--- config.mk ---
export PLATFORM = sky130hd
export DESIGN_NAME = pipelined_alu_flat
export DESIGN_NICKNAME = d
export VERILOG_FILES = /design/src/rtl/pipelined_alu_if.sv /design/src/rtl/pipelined_alu.sv /design/src/flat_wrapper.sv
export SDC_FILE = /design/constraint.sdc
export NUM_CORES = 1
export LEC_CHECK = 0
export CORE_ASPECT_RATIO = 1.25
export CORE_MARGIN = 2
export CORE_UTILIZATION = 48
export CTS_BUF_LIST = sky130_fd_sc_hd__clkbuf_16
export CTS_CLUSTER_DIAMETER = 150
export DETAILED_ROUTE_END_ITERATION = 8
export PLACE_DENSITY_LB_ADDON = 0.2
export SYNTH_ARGS = -nofsm -noshare
export SYNTH_HDL_FRONTEND = slang
export SYNTH_SLANG_ARGS = --single-unit
--- constraint.sdc ---
create_clock -name clk -period 3.15 [get_ports clk]
set_input_delay 0.4725 -clock clk [delete_from_list [all_inputs] [get_ports clk]]
set_output_delay 0.4725 -clock clk [all_outputs]
set_load 0.02 [all_outputs]
--- src/rtl/pipelined_alu_if.sv ---
// pipelined_alu_if: handshake and data bundle for the two-stage pipelined ALU.
//   Upstream side : in_valid, in_ready, op, a, b, flag_we
//   Downstream side: out_valid, out_ready, result, res_flags
//   Status        : flags ({C,V,Z,N}, bit 3 = C)
// Modport slave is the ALU side; modport master is the producer/consumer side.
interface pipelined_alu_if #(
  parameter int N = 8
);
  logic         in_valid;
  logic         in_ready;
  logic [2:0]   op;
  logic [N-1:0] a;
  logic [N-1:0] b;
  logic         flag_we;
  logic         out_valid;
  logic         out_ready;
  logic [N-1:0] result;
  logic [3:0]   flags;
  logic [3:0]   res_flags;

  modport slave (
    input  in_valid, op, a, b, flag_we, out_ready,
    output in_ready, out_valid, result, flags, res_flags
  );

  modport master (
    output in_valid, op, a, b, flag_we, out_ready,
    input  in_ready, out_valid, result, flags, res_flags
  );
endinterface

--- src/rtl/pipelined_alu.sv ---
// pipelined_alu: two-stage pipelined N-bit ALU with valid/ready handshakes
// on both sides and a persistent {C,V,Z,N} flag register.
//   clk   : rising-edge clock
//   rst_n : asynchronous active-low reset
//   bus   : pipelined_alu_if slave modport (operation in, result out, flags)
// Stage 1 registers the operation; stage 2 computes from the stage-1
// registers and the current flag register and loads result/res_flags.
// Ops reach stage 2 in order, so ADC/SBC see the carry left by the previous
// flag-writing op without any forwarding logic.
module pipelined_alu #(
  parameter int N = 8
) (
  input  logic            clk,
  input  logic            rst_n,
  pipelined_alu_if.slave  bus
);

  localparam logic [2:0] OP_ADD   = 3'b000;
  localparam logic [2:0] OP_ADC   = 3'b001;
  localparam logic [2:0] OP_SUB   = 3'b010;
  localparam logic [2:0] OP_SBC   = 3'b011;
  localparam logic [2:0] OP_AND   = 3'b100;
  localparam logic [2:0] OP_OR    = 3'b101;
  localparam logic [2:0] OP_XOR   = 3'b110;
  localparam logic [2:0] OP_PASSB = 3'b111;

  // Stage-1 registers
  logic         s1_valid_reg;
  logic [2:0]   s1_op_reg;
  logic [N-1:0] s1_a_reg;
  logic [N-1:0] s1_b_reg;
  logic         s1_flag_we_reg;

  // Stage-2 / architectural registers
  logic         out_valid_reg;
  logic [N-1:0] result_reg;
  logic [3:0]   res_flags_reg;
  logic [3:0]   flags_reg;

  logic         adv2;
  logic         in_xfer;

  // Stage-2 datapath
  logic [N-1:0] b_eff;
  logic         carry_in;
  logic [N:0]   sum_full;
  logic [N-1:0] sum_low;     // sum of the low N-1 bits; its MSB is the carry into bit N-1
  logic [N-1:0] result_next;
  logic         c_next;
  logic         v_next;
  logic [3:0]   res_flags_next;

  // Stage 2 can take a new op when its output slot is empty or being drained.
  assign adv2         = s1_valid_reg && (!out_valid_reg || bus.out_ready);
  assign bus.in_ready = !s1_valid_reg || adv2;
  assign in_xfer      = bus.in_valid && bus.in_ready;

  assign bus.out_valid = out_valid_reg;
  assign bus.result    = result_reg;
  assign bus.res_flags = res_flags_reg;
  assign bus.flags     = flags_reg;

  always_comb begin
    b_eff       = s1_b_reg;
    carry_in    = 1'b0;
    result_next = '0;
    c_next      = 1'b0;
    v_next      = 1'b0;

    // Subtraction is a + ~b + cin; C=1 therefore means "no borrow".
    if (s1_op_reg == OP_SUB || s1_op_reg == OP_SBC) begin
      b_eff = ~s1_b_reg;
    end

    case (s1_op_reg)
      OP_ADC, OP_SBC: carry_in = flags_reg[3];
      OP_SUB:         carry_in = 1'b1;
      default:        carry_in = 1'b0;
    endcase

    sum_full = {1'b0, s1_a_reg} + {1'b0, b_eff} + {{N{1'b0}}, carry_in};
    sum_low  = {1'b0, s1_a_reg[N-2:0]} + {1'b0, b_eff[N-2:0]} + {{(N-1){1'b0}}, carry_in};

    case (s1_op_reg)
      OP_ADD, OP_ADC, OP_SUB, OP_SBC: begin
        result_next = sum_full[N-1:0];
        c_next      = sum_full[N];
        // Signed overflow: carry out of the MSB differs from carry into it.
        v_next      = sum_full[N] ^ sum_low[N-1];
      end
      OP_AND:   result_next = s1_a_reg & s1_b_reg;
      OP_OR:    result_next = s1_a_reg | s1_b_reg;
      OP_XOR:   result_next = s1_a_reg ^ s1_b_reg;
      OP_PASSB: result_next = s1_b_reg;
      default:  result_next = '0;
    endcase

    res_flags_next = {c_next, v_next, (result_next == '0), result_next[N-1]};
  end

  always_ff @(posedge clk or negedge rst_n) begin
    if (!rst_n) begin
      s1_valid_reg   <= 1'b0;
      s1_op_reg      <= '0;
      s1_a_reg       <= '0;
      s1_b_reg       <= '0;
      s1_flag_we_reg <= 1'b0;
      out_valid_reg  <= 1'b0;
      result_reg     <= '0;
      res_flags_reg  <= '0;
      flags_reg      <= '0;
    end else begin
      if (in_xfer) begin
        s1_valid_reg   <= 1'b1;
        s1_op_reg      <= bus.op;
        s1_a_reg       <= bus.a;
        s1_b_reg       <= bus.b;
        s1_flag_we_reg <= bus.flag_we;
      end else if (adv2) begin
        s1_valid_reg <= 1'b0;
      end

      if (adv2) begin
        out_valid_reg <= 1'b1;
        result_reg    <= result_next;
        res_flags_reg <= res_flags_next;
        if (s1_flag_we_reg) begin
          flags_reg <= res_flags_next;
        end
      end else if (bus.out_ready) begin
        out_valid_reg <= 1'b0;
      end
    end
  end

endmodule

--- src/flat_wrapper.sv ---
// flat-port wrapper written by rule: the top's interface ports become plain ports
module pipelined_alu_flat 
#(
  parameter int N = 8
)
  (clk, rst_n, bus_in_valid, bus_op, bus_a, bus_b, bus_flag_we, bus_out_ready, bus_in_ready, bus_out_valid, bus_result, bus_flags, bus_res_flags);
  pipelined_alu_if #(.N(N)) bus_i ();
  input  logic clk;
  input  logic rst_n;
  input wire logic [$bits(bus_i.in_valid)-1:0] bus_in_valid;
  input wire logic [$bits(bus_i.op)-1:0] bus_op;
  input wire logic [$bits(bus_i.a)-1:0] bus_a;
  input wire logic [$bits(bus_i.b)-1:0] bus_b;
  input wire logic [$bits(bus_i.flag_we)-1:0] bus_flag_we;
  input wire logic [$bits(bus_i.out_ready)-1:0] bus_out_ready;
  output wire logic [$bits(bus_i.in_ready)-1:0] bus_in_ready;
  output wire logic [$bits(bus_i.out_valid)-1:0] bus_out_valid;
  output wire logic [$bits(bus_i.result)-1:0] bus_result;
  output wire logic [$bits(bus_i.flags)-1:0] bus_flags;
  output wire logic [$bits(bus_i.res_flags)-1:0] bus_res_flags;
  assign bus_i.in_valid = bus_in_valid;
  assign bus_i.op = bus_op;
  assign bus_i.a = bus_a;
  assign bus_i.b = bus_b;
  assign bus_i.flag_we = bus_flag_we;
  assign bus_i.out_ready = bus_out_ready;
  assign bus_in_ready = bus_i.in_ready;
  assign bus_out_valid = bus_i.out_valid;
  assign bus_result = bus_i.result;
  assign bus_flags = bus_i.flags;
  assign bus_res_flags = bus_i.res_flags;
  pipelined_alu #(.N(N)) u_core (.clk(clk), .rst_n(rst_n), .bus(bus_i));
endmodule
# Yosys cells after proc, flatten, opt, wreduce, memory -nomap -nowiden
# Index checks and enable logic that the tools add are counted.
# word_totals
reg_bits	38
in_bits	24
output_inout_bits	18
elab_cells	48
# op_classes
n_addsub	4
eq_ne	7
mux	9
n_bitwise	5
reduce_logical	14
# ops
op	n
8-bit one-hot mux with 5 select lines	1
3-bit == test (second input constant)	4
8-bit by 8-bit adder with 9-bit output	1
9-bit by 1-bit adder with 9-bit output	1
7-bit by 7-bit adder with 8-bit output	1
8-bit by 1-bit adder with 8-bit output	1
8-bit AND	1
8-bit zero test	1
8-bit two-way mux	1
8-bit inverter	1
8-bit OR	1
8-bit XOR	1
3-bit by 2-bit == test with 1-bit output (second input constant)	2
1-bit two-way mux	6
2-bit nonzero test	2
4-bit OR reduction	1
3-bit by 1-bit == test with 1-bit output (second input constant)	1
3-bit zero test	1
1-bit logical OR	3
1-bit logical AND	2
1-bit zero test	2
1-bit one-hot mux with 2 select lines	1
2-bit AND reduction	1
2-bit OR reduction	1
1-bit XOR	1

# Logic depth before layout (Yosys ltp)
# logic_depth
word_depth	7
ltp_mapped	13
ltp_nobuf	12

# Worst setup path before layout
# Ideal clock, no wire load.
# synth_path
kind	reg2reg
start	register u_core.s1_op_reg[1]
end	register u_core.flags_reg[1] (netlist: u_core.bus.flags[1])
setup_ns	0.122
t_arrival_ns	2.825
required_time_ns	3.028
path_slack_ns	0.203
stages_incl_launch_ff	14
path_buffers	2
period_less_slack_ns	2.947
cell_sequence	dfrtp_1 -> buf_6 -> buf_2 -> nand2_1 -> xnor2_1 -> fa_1 -> inv_1 -> fa_1 -> nor2b_1 -> o31a_1 -> or4_1 -> nand4_1 -> or3b_1 -> o21ai_1
# synth_between
elab_chain_cells	7
word_cells_on_any_way	17
classes_between	add/sub (2); eq/ne (7); mux (3); reduce/logical (5)
# synth_lines
item	line_no	source
start, declared	pipelined_alu.sv:29	logic [2:0] s1_op_reg;
start signal, assigned	pipelined_alu.sv:115	s1_op_reg <= bus.op;
3-bit by 2-bit == test with 1-bit output	pipelined_alu.sv:71, pipelined_alu.sv:75, pipelined_alu.sv:84	
1-bit logical OR	pipelined_alu.sv:71	if (s1_op_reg == OP_SUB || s1_op_reg == OP_SBC) begin
8-bit two-way mux	pipelined_alu.sv:71	
8-bit by 8-bit adder with 9-bit output	pipelined_alu.sv:81	sum_full = {1'b0, s1_a_reg} + {1'b0, b_eff} + {{N{1'b0}}, carry_in};
9-bit by 1-bit adder with 9-bit output	pipelined_alu.sv:81	
8-bit one-hot mux with 5 select lines (*)	pipelined_alu.sv:84	case (s1_op_reg)
8-bit zero test (*)	pipelined_alu.sv:98	res_flags_next = {c_next, v_next, (result_next == '0), result_next[N-1]};
end signal, assigned	pipelined_alu.sv:128	flags_reg <= res_flags_next;
end, declared	pipelined_alu.sv:38	logic [3:0] flags_reg;
# Every way passes the cells marked *; elsewhere a longest branch is shown, timed or not.
# A chain may end at the register's enable or synchronous reset.

# Final worst setup path
# Same ends and word-level chain as after synthesis.

==> impl_metrics.prom <==
# TYPE chip_impl_metric gauge
chip_impl_info{name="status",value="completed"} 1
chip_impl_metric{name="setup_violations",unit=""} 0
chip_impl_metric{name="detail_route.vias_per_cell",unit=""} 5.20
chip_impl_metric{name="cts_made_buffers",unit=""} 5
chip_impl_metric{name="synth_fp_nets",unit=""} 286
chip_impl_info{name="synth_top_family_by_area",value="multiplexers"} 1
chip_impl_metric{name="postSynthRegisterBits",unit=""} 37
chip_impl_metric{name="cts_post_setup_buffers_inserted",unit=""} 0
chip_impl_metric{name="filler_cell_count",unit=""} 461
chip_impl_info{name="critical_path.reg2reg.startpoint",value="u_core.s1_op_reg[1]"} 1
chip_impl_metric{name="synth-seq-area-share",unit=""} 0.379
chip_impl_metric{name="final_nets",unit=""} 332
chip_impl_metric{name="port_buffers",unit=""} 41
chip_impl_info{name="cts.root.buffer_cell",value="clkbuf_16"} 1
chip_impl_metric{name="power_density",unit="mW/mm²"} 705
chip_impl_metric{name="final_hold_viol_count",unit=""} 0
chip_impl_metric{name="worst_slack",unit="ns"} 0.444
chip_impl_metric{name="initial_core_util",unit=""} 0.489
chip_impl_metric{name="total_wirelength_of_the_detailed_routed_design",unit="µm"} 4600
chip_impl_metric{name="cts_resized",unit=""} 0
chip_impl_metric{name="cts_num_sinks",unit=""} 37
chip_impl_metric{name="grt_resource_usage_total",unit=""} 0.185
chip_impl_metric{name="r2r_slack",unit="ns"} 0.44
chip_impl_metric{name="ff_latch_area",unit="µm²"} 926
chip_impl_metric{name="pin_count",unit=""} 42
chip_impl_metric{name="syn_area",unit="mm²"} 0.00245
chip_impl_metric{name="post_cts_hold_buffer_count",unit=""} 0
chip_impl_metric{name="synth-compound-area-share",unit=""} 0.102
chip_impl_metric{name="pre_cts_slack",unit="ns"} 0.463
chip_impl_metric{name="fmax",unit="GHz"} 0.370
chip_impl_metric{name="grt_pass1_wl",unit="µm"} 7980
chip_impl_metric{name="max-clock-path-buffers",unit=""} 2
chip_impl_metric{name="max_transition_viols_final",unit=""} 0
chip_impl_metric{name="clkSlewWorstSetupHoldPaths",unit="ns"} 0.05
chip_impl_metric{name="worst_clock_skew",unit="ns"} 0.00442
chip_impl_metric{name="tightest_slew",unit="ns"} 0.545
chip_impl_metric{name="layout_worst_path_cycle_share",unit=""} 0.859
chip_impl_metric{name="placement_stage_cell_area",unit="mm²"} 0.00294
chip_impl_metric{name="p_leak",unit="nW"} 1.39
chip_impl_metric{name="final_antenna_net_count",unit=""} 0
chip_impl_info{name="crit_start",value="u_core.s1_op_reg[1]"} 1
chip_impl_metric{name="irDropWorstVdd",unit="µV"} 381
chip_impl_metric{name="cell_count_of_the_worst_reg_to_reg_path",unit=""} 12
chip_impl_metric{name="hold-worst-slack",unit="ns"} 0.474
chip_impl_metric{name="crit_fanout",unit=""} 11
chip_impl_metric{name="synth_xor_area_frac",unit=""} 0.0394
chip_impl_metric{name="fp.dieH",unit="µm"} 83.8
chip_impl_metric{name="slew_headroom",unit=""} 0.636
chip_impl_info{name="cts_tree",value="built"} 1
chip_impl_metric{name="worst_ep_required_time",unit="ns"} 3.30
chip_impl_metric{name="layout.cell_area.non_filler",unit="mm²"} 0.00307
chip_impl_metric{name="worst_hold_path_cell_count",unit=""} 2
chip_impl_metric{name="synth_enable_flop_cells",unit=""} 0
chip_impl_info{name="crit_path_to",value="u_core.bus.flags[1]"} 1
chip_impl_metric{name="total_overflow_reported_by_the_global_router",unit=""} 0
chip_impl_metric{name="row_count",unit=""} 29
chip_impl_metric{name="mean_cell_area_of_the_mapped_netlist",unit="µm²"} 10.4
chip_impl_metric{name="area_growth_from_synthesis_to_final_layout",unit="%"} 25.7
chip_impl_info{name="timing.critical_path.to_type",value="flop"} 1
chip_impl_info{name="ys_top_cells_by_area",value="dfrtp_1, ha_1, mux2_2"} 1
chip_impl_metric{name="vias",unit=""} 1783
chip_impl_metric{name="num_antenna_cells",unit=""} 0
chip_impl_metric{name="grt_pass1_vias",unit=""} 1770
chip_impl_info{name="setup.worst_path.start_class",value="flop"} 1
chip_impl_metric{name="detailed_place_hpwl",unit="µm"} 3650
chip_impl_metric{name="synth_mux_area_frac",unit=""} 0.173
chip_impl_metric{name="die_area",unit="mm²"} 0.00569
chip_impl_metric{name="cts_max_level",unit=""} 2
chip_impl_metric{name="syn_inst",unit=""} 236
chip_impl_metric{name="number_of_maximum_capacitance_constraint_violations",unit=""} 0
chip_impl_metric{name="die_width",unit="µm"} 67.9
chip_impl_metric{name="initial_antenna_violation_count",unit=""} 0
chip_impl_metric{name="detail_route.iter0.violations",unit=""} 59
chip_impl_metric{name="firstDrtPassIters",unit=""} 4
chip_impl_info{name="synth_top_cell_by_area",value="dfrtp_1"} 1
chip_impl_info{name="worst_hold_path_type",value="flop to flop"} 1
chip_impl_metric{name="async_reset_ff_frac",unit=""} 1.00
chip_impl_metric{name="sum_of_internal_switching_and_leakage_power",unit="W"} 0.00217
chip_impl_metric{name="final.min_clock_period",unit="ns"} 2.71
chip_impl_metric{name="drive_gt1_frac",unit=""} 0.157
chip_impl_info{name="rsz0062_at_grt",value="false"} 1
chip_impl_metric{name="clock_latency",unit="ns"} 0.27
chip_impl_metric{name="gp_congestion",unit=""} 0.855
chip_impl_metric{name="fin_setup_tns",unit="ns"} 0
chip_impl_info{name="crit-reg2reg-capture",value="u_core.bus.flags[1]"} 1
chip_impl_metric{name="grt_max_degree",unit=""} 21
chip_impl_metric{name="drc",unit=""} 0
chip_impl_metric{name="synth_cell_types",unit=""} 44
chip_impl_metric{name="yosys_warnings",unit=""} 0
chip_impl_info{name="timing_worst_setup_path_type",value="flop to flop"} 1
chip_impl_metric{name="core-area",unit="mm²"} 0.00501
chip_impl_metric{name="routed_wire_length_per_instance",unit="µm"} 13.4
chip_impl_metric{name="multiInputGateArea",unit="mm²"} 0.00138
chip_impl_info{name="synthFlopType",value="dfrtp_1"} 1
chip_impl_metric{name="yosys.area_share.simple",unit=""} 0.109
chip_impl_metric{name="yosys.area_share.adder",unit=""} 0.139
chip_impl_metric{name="critical_path_arrival",unit="ns"} 2.86
chip_impl_metric{name="share_of_yosys_cell_area_claimed_by_the_top_area_cell_type",unit=""} 0.379
## kinds of logic (layout without fill, tap and decap cells)
kind of cell | count (synthesis) | count (layout)
adders and majority gates | 26 | 26
and+or+nand+nor | 57 | 57
xor gates and xnor gates | 11 | 11
DFF | 37 | 37
buffers and inverters | 34 | 79
AOI/OAI and AO/OA | 37 | 37
muxes | 34 | 34
## synth_stat cells, types with 2 or more instances
| cell | n |
|---|---|
| xnor2_1 | 8 |
| fa_1 | 2 |
| ha_1 | 24 |
| o31ai_1 | 2 |
| mux2i_1 | 7 |
| dfrtp_1 | 37 |
| mux4_2 | 3 |
| nor3_1 | 2 |
| o21a_1 | 2 |
| nand2_1 | 28 |
| nand3_1 | 2 |
| nor2_1 | 9 |
| nand4_1 | 2 |
| inv_1 | 22 |
| mux2_2 | 23 |
| o31a_1 | 3 |
| nand2b_1 | 4 |
| clkbuf_1 | 4 |
| xor2_1 | 3 |
| o22ai_1 | 2 |
| a211oi_1 | 4 |
| o21ai_0 | 10 |
| or3b_1 | 2 |
| nor2b_1 | 4 |
| o21ai_1 | 2 |
| a21oi_1 | 5 |
| buf_2 | 3 |
## cell usage in the layout (no fill, tap or decap), types with 4 or more instances in the layout
cell,n
a21oi_1,5
nor2b_1,4
ha_1,24
inv_1,22
dfrtp_1,37
nor2_1,9
mux2i_1,7
nand2_1,28
clkdlybuf4s50_1,41
clkbuf_16,5
xnor2_1,8
o21ai_0,10
nand2b_1,4
buf_4,9
a211oi_1,4
mux2_2,23
## cell type report
type | count | area share
multi-input cells | 165 | 0.448
flip-flops and latches | 37 | 0.301
repair buffers | 50 | 0.155
clock buffers | 5 | 0.0407
inverters | 23 | 0.0281
well taps | 62 | 0.0252
clock inverters | 1 | 0.00163
## critical path, cell delays in order, from the launching register on
cell and delay, ns:
dfrtp_1 0.39, buf_4 0.18, mux2i_1 0.13, nor2_1 0.07
fa_1 0.40, inv_1 0.09, fa_1 0.20, nor2b_1 0.07
o31a_1 0.28, or4_1 0.47, nand4_1 0.13, or3b_1 0.12
o21ai_1 0.06
## where the power goes
group | switching [W] | internal [W] | total, W
combinational | 0.000526 | 0.000506 | 0.00103
clock | 0.000167 | 0.000282 | 0.000449
sequential | 0.0000900 | 0.000595 | 0.000685
total | 0.000783 | 0.00138 | 0.00217
## worst min path at each step
stage	from	endpoint
3_5_place_dp	u_core.bus.res_flags[2]	u_core.bus.res_flags[2]
5_1_grt	u_core.bus.res_flags[2]	u_core.bus.res_flags[2]
3_3_place_gp	u_core.bus.flags[0]	u_core.bus.flags[0]
4_1_cts	u_core.bus.res_flags[2]	u_core.bus.res_flags[2]
2_1_floorplan	rst_n	u_core.bus.flags[0]
6_report	u_core.bus.res_flags[2]	u_core.bus.res_flags[2]
## through the flow
step,cells,utilization
after detailed placement,337,0.588
after global placement,337,0.588
after global routing,343,0.614
final,343,0.614
after CTS,343,0.614
after floorplan,236,-
## routing by layer
metal  up-vias  part of all wire  track usage
li1        907                 -            -
met1       827              0.44        0.227
met2        43              0.51        0.306
met3         6             0.039       0.0445
met4         0             0.014       0.0709
met5         -                 0            0
No activity file was read; power rests on OpenSTA's default activity.
